===== src/rtl/seg_display_arbiter.sv =====
// Round-robin owner arbiter for the shared 8-digit seven-segment display, with a minimum dwell per owner.
// Optional build macro SEG_ARB_PREEMPT0_EN lets requester 0 preempt any other owner at once.
module seg_display_arbiter #(
  parameter int unsigned DWELL_CLOCKS = 100_000_000
) (
  input  logic         clk,
  input  logic         rst_i,
  input  logic [3:0]   req_i,
  input  logic [127:0] data_i,
  output logic [3:0]   grant_o,
  output logic [1:0]   owner_o,
  output logic [31:0]  data_o,
  output logic         blank_o
);

  localparam int unsigned CNT_W = $clog2(DWELL_CLOCKS + 1);
  localparam logic [CNT_W-1:0] CNT_MAX = CNT_W'(DWELL_CLOCKS - 1);

  typedef enum logic {
    IDLE = 1'b0,
    SHOW = 1'b1
  } state_t;

  state_t           state_q, state_d;
  logic [1:0]       last_q, last_d;
  logic [1:0]       owner_q, owner_d;
  logic [3:0]       grant_q, grant_d;
  logic [31:0]      data_q, data_d;
  logic             blank_q, blank_d;
  logic [CNT_W-1:0] cnt_q, cnt_d;

  logic [2:0]       pick;
  logic             grant_en;
  logic [1:0]       winner;
  logic             preempt;
  logic             owner_dropped;
  logic             dwell_expired;
  logic [31:0]      slice [4];

  genvar gi;
  generate
    for (gi = 0; gi < 4; gi++) begin : g_slice
      assign slice[gi] = data_i[32*gi +: 32];
    end
  endgenerate

  // Returns {found, index}: first set request scanning last+1, last+2, ... modulo 4.
  function automatic logic [2:0] rr_pick(input logic [3:0] req, input logic [1:0] last);
    logic [2:0] r;
    logic [1:0] idx;
    r = 3'b000;
    for (int i = 4; i >= 1; i--) begin
      idx = last + 2'(i);
      if (req[idx]) r = {1'b1, idx};
    end
    return r;
  endfunction

  assign pick          = rr_pick(req_i, last_q);
  assign owner_dropped = !req_i[owner_q];
  assign dwell_expired = (cnt_q == CNT_MAX);

`ifdef SEG_ARB_PREEMPT0_EN
  assign preempt = (state_q == SHOW) && (owner_q != 2'd0) && req_i[0];
`else
  assign preempt = 1'b0;
`endif

  // State register
  always_ff @(posedge clk or posedge rst_i) begin
    if (rst_i) begin
      state_q <= IDLE;
    end else begin
      state_q <= state_d;
    end
  end

  // Next-state and arbitration decision
  always_comb begin
    state_d  = state_q;
    grant_en = 1'b0;
    winner   = owner_q;
    case (state_q)
      IDLE: begin
        if (pick[2]) begin
          state_d  = SHOW;
          grant_en = 1'b1;
          winner   = pick[1:0];
        end
      end
      SHOW: begin
        if (preempt) begin
          grant_en = 1'b1;
          winner   = 2'd0;
        end else if (owner_dropped || dwell_expired) begin
          // The owner is scanned last, so it is re-picked only when nobody else waits.
          if (pick[2]) begin
            grant_en = 1'b1;
            winner   = pick[1:0];
          end else begin
            state_d = IDLE;
          end
        end
      end
      default: state_d = IDLE;
    endcase
  end

  // Output / datapath next values; data mux follows the next owner so data and grant move together.
  always_comb begin
    last_d  = last_q;
    owner_d = owner_q;
    grant_d = 4'b0000;
    data_d  = 32'h0000_0000;
    blank_d = 1'b1;
    cnt_d   = '0;
    if (state_d == SHOW) begin
      if (grant_en) begin
        owner_d = winner;
        last_d  = winner;
        cnt_d   = '0;
      end else begin
        cnt_d = cnt_q + CNT_W'(1);
      end
      grant_d = 4'b0001 << owner_d;
      data_d  = slice[owner_d];
      blank_d = 1'b0;
    end
  end

  always_ff @(posedge clk or posedge rst_i) begin
    if (rst_i) begin
      last_q  <= 2'd3;
      owner_q <= 2'd0;
      grant_q <= 4'b0000;
      data_q  <= 32'h0000_0000;
      blank_q <= 1'b1;
      cnt_q   <= '0;
    end else begin
      last_q  <= last_d;
      owner_q <= owner_d;
      grant_q <= grant_d;
      data_q  <= data_d;
      blank_q <= blank_d;
      cnt_q   <= cnt_d;
    end
  end

  assign grant_o = grant_q;
  assign owner_o = owner_q;
  assign data_o  = data_q;
  assign blank_o = blank_q;

endmodule


===== config.mk =====
export PLATFORM = sky130hd
export DESIGN_NAME = seg_display_arbiter
export DESIGN_NICKNAME = d
export VERILOG_FILES = /design/src/rtl/seg_display_arbiter.sv
export SDC_FILE = /design/constraint.sdc
export NUM_CORES = 1
export LEC_CHECK = 0
export BUFFER_PORTS_ARGS = -buffer_cell sky130_fd_sc_hd__buf_2
export CAP_MARGIN = 20
export CORE_ASPECT_RATIO = 0.9
export CORE_MARGIN = 4
export CORE_UTILIZATION = 35
export DETAILED_ROUTE_END_ITERATION = 6
export GPL_TIMING_DRIVEN = 0
export HOLD_SLACK_MARGIN = 0.03
export SETUP_SLACK_MARGIN = 0.5
export SLEW_MARGIN = 20
export SYNTH_ARGS = -nofsm -noshare
export SYNTH_HDL_FRONTEND = slang
export SYNTH_SLANG_ARGS = --single-unit

===== constraint.sdc =====
create_clock -name clk -period 3.4 [get_ports clk]
set_clock_uncertainty 0.1 [all_clocks]
set_input_delay 0.68 -clock clk [delete_from_list [all_inputs] [get_ports clk]]
set_output_delay 0.68 -clock clk [all_outputs]
set_load 0.01 [all_outputs]

==> results.md <==
* Clk Latency, worst-skew pair at 0.34 ns
* Clock slew seen by the registers of the worst setup and hold paths at 0.05 ns
* DP Area at 5590 sq um
* Fmax at 370 MHz
* DRC at 0
* Layout area overhead at 30.5%
* Seq/Total Area, Yosys at 0.384
* Longest Clk Path Bufs at 2
* Cts hold-fix bufs at 0
* Post-CTS sizing at 0
* Layout cell share with drive strength beyond 1 at 0.339
* Max Cap Violations at 0
* Largest net degree at the start of global routing at 51
* Pwr Total at 4.54 mW
* Fin. max-slew vios at 0
* Via density at 5.69
* Setup crit end: data_o[16]
* Final setup violation count at 0
* Top FF cell, synth: dfrtp_1
* Setup crit start kind: flip-flop
* # clock sinks at 69
* Routed len/inst at 18.4 um
* Final Cell Area at 5880 sq um
* Beginning of the critical path: cnt_q[0]
* Final count of hold timing violations at 0
* WP data required at 3.52 ns
* Gp weighted congestion at 0.882
* CTS H-tree depth at 3
* Non-filler cells, final at 834
* Worst R2R Setup Slack at 0.70 ns
* Initial DRT Pass Iterations at 6
* Async S/R FF share, synth at 1.00
* Vias in the first global route at 4794
* Die width at 128 um
* Worst Tran Pin Value at 0.804 ns
* VDD IR max at 0.000304 V
* Die area at 14700 sq um
* Crit path kind: flip-flop to flip-flop
* Mapped cell area at 4500 sq um
* Final #Nets at 799
* Max_slew headroom at 0.464
* Final wirelength at 15.3 mm
* Hold crit path type: primary input to asynchronous set/reset pin
* Initial antenna violation count at 1
* Post-synth EDFFs at 0
* Core region area at 12600 sq um
* R2R Path Start: cnt_q[0]
* Die height at 116 um
* Placed cells at 817
* Worst Path Max Fanout at 10
* Final worst path period share at 0.795
* Cell Chain, Critical Path: ha_1 -> and3_1 -> and2_1 -> buf_2 -> a31oi_4 -> mux2_4 -> buf_6 -> a221o_1
* Run status: completed
* First-pass GRT wire length at 24.3 mm
* Iter 0 DRT Violations at 354
* Syn Nets at 616
* Slowest cell on the critical path: dfrtp_1
* Cells on worst reg2reg path at 8
* RSZ-0062 raised after global routing: no
* Fin crit period at 2.70 ns
* FF+latch count, synth at 69
* Dpl hpwl at 11.5 mm
* Post-layout util at 0.465
* Pwr/cell area at 772 nW/um^2
* Port buffer count at 171
* CTS tree: done
* Mapped Cells at 481
* Core Rows at 39
* Max incr delay on CP at 0.40 ns
* Cts bufs inserted at 9
* Leakage power at 2.75 nW
* Global Route Usage Sum at 0.209
* CP arrival at 2.82 ns
* Post-CTS Setup Inserts at 0
* Critical Path End Type: flip-flop
* Most frequent cells in the layout: 182 x buf_2, 66 x dfrtp_1, 47 x nor2_1
* Initial Util at 0.356
* ANT nets after route at 0
* Root buffer cell: clkbuf_16
* Num ports at 173
* Vias at 4746
* Gr ovfl total at 0
* Yosys warning total at 0
* Average instance area after synthesis at 9.36 sq um
* Synth cell types at 49
* Worst r2r dst: data_o[16]
* Commonest non-fill, non-tap cell in the layout: buf_2
==> per-stage QoR <==
step / setup slack (ns) / hold WS (ns) / TNS, ns
final: 0.697 / 0.196 / 0
after global routing: 0.588 / 0.208 / 0
after CTS: 0.692 / 0.195 / 0
after detailed placement: 0.475 / 0.388 / 0
after global placement: -0.0891 / 0.373 / -5.45
after floorplan: 0.882 / 0.348 / 0
==> cell families (layout without fill, tap and decap cells) <==
group | count (synthesis) | after routing | share of synthesized area
AO/OA/AOI/OAI | 126 | 126 | 0.236
XOR/XNOR | 22 | 22 | 0.0428
adder cells (fa/ha/maj) | 1 | 1 | 0.00278
buffers and inverters | 70 | 258 | 0.0656
flip-flops | 69 | 69 | 0.384
multiplexers | 36 | 36 | 0.0911
other | 0 | 1 | 0
AND/OR/NAND/NOR | 157 | 157 | 0.177
==> state kept, by name, indices dropped and copies added, names as in the netlist <==
name / count
blank_o: 1
cnt_q: 27
last_q: 2
owner_o: 2
grant_o: 4
state_q: 1
data_o: 32
==> worst min path at each step <==
stage,start,slack [ns],end,cells after the start
final,rst_i,0.20,data_o[11],2
after CTS,rst_i,0.20,data_o[14],2
after global routing,rst_i,0.21,data_o[11],2
after global placement,cnt_q[0],0.37,cnt_q[0],1
after detailed placement,cnt_q[0],0.39,cnt_q[0],1
after floorplan,cnt_q[0],0.35,cnt_q[0],1
==> synth_stat cells (all sizes together), types with 3 or more instances <==
cell type	number	area share
a31oi	16	0.026
o221ai	16	0.031
clkbuf	31	0.026
o21ai	9	0.010
buf	15	0.020
xor2	9	0.018
or3	4	0.0056
nor2b	5	0.0069
a221o	32	0.071
dfstp	3	0.018
nor2	47	0.039
inv	24	0.020
and3	4	0.0056
nand4	5	0.0069
nor3	24	0.027
nand3	22	0.024
and2	19	0.026
a21oi	10	0.011
nand2	16	0.014
xnor2	13	0.025
a22o	17	0.033
mux2	17	0.043
a222oi	15	0.033
and4	6	0.012
dfrtp	66	0.37
mux2i	18	0.043
==> worst max-delay path: cells and delay by family, from the launching register on <==
kind	cells	cell delay [ns]
buffers and inverters	2	0.32
adder cells (fa/ha/maj)	1	0.23
flip-flops	1	0.40
AND/OR/NAND/NOR	2	0.42
AO/OA/AOI/OAI	2	0.71
multiplexers	1	0.39
==> report_power, final <==
part,internal (mW),switching (mW)
Sequential,1.08,0.0984
Clock,0.532,0.352
Combinational,1.05,1.42
Total,2.67,1.87
==> area by class of cell <==
cell class | count | area, sq um
diodes | 1 | 2.50
plain buffers | 46 | 205
clock buffers | 13 | 260
clock inverters | 3 | 20.0
fillers | 1254 | 6760
inverters | 24 | 92.6
multi-input cells | 342 | 2480
flip-flops and latches | 69 | 1730
well taps | 164 | 205
repair buffers | 172 | 883
==> per-layer routing <==
layer  GRT usage  wire length (um)
met1       0.270              6490
met2       0.341              7340
met3      0.0488              1110
met4      0.0851               394
met5           0                 0
Note: power is estimated with default switching activity, not from simulation.
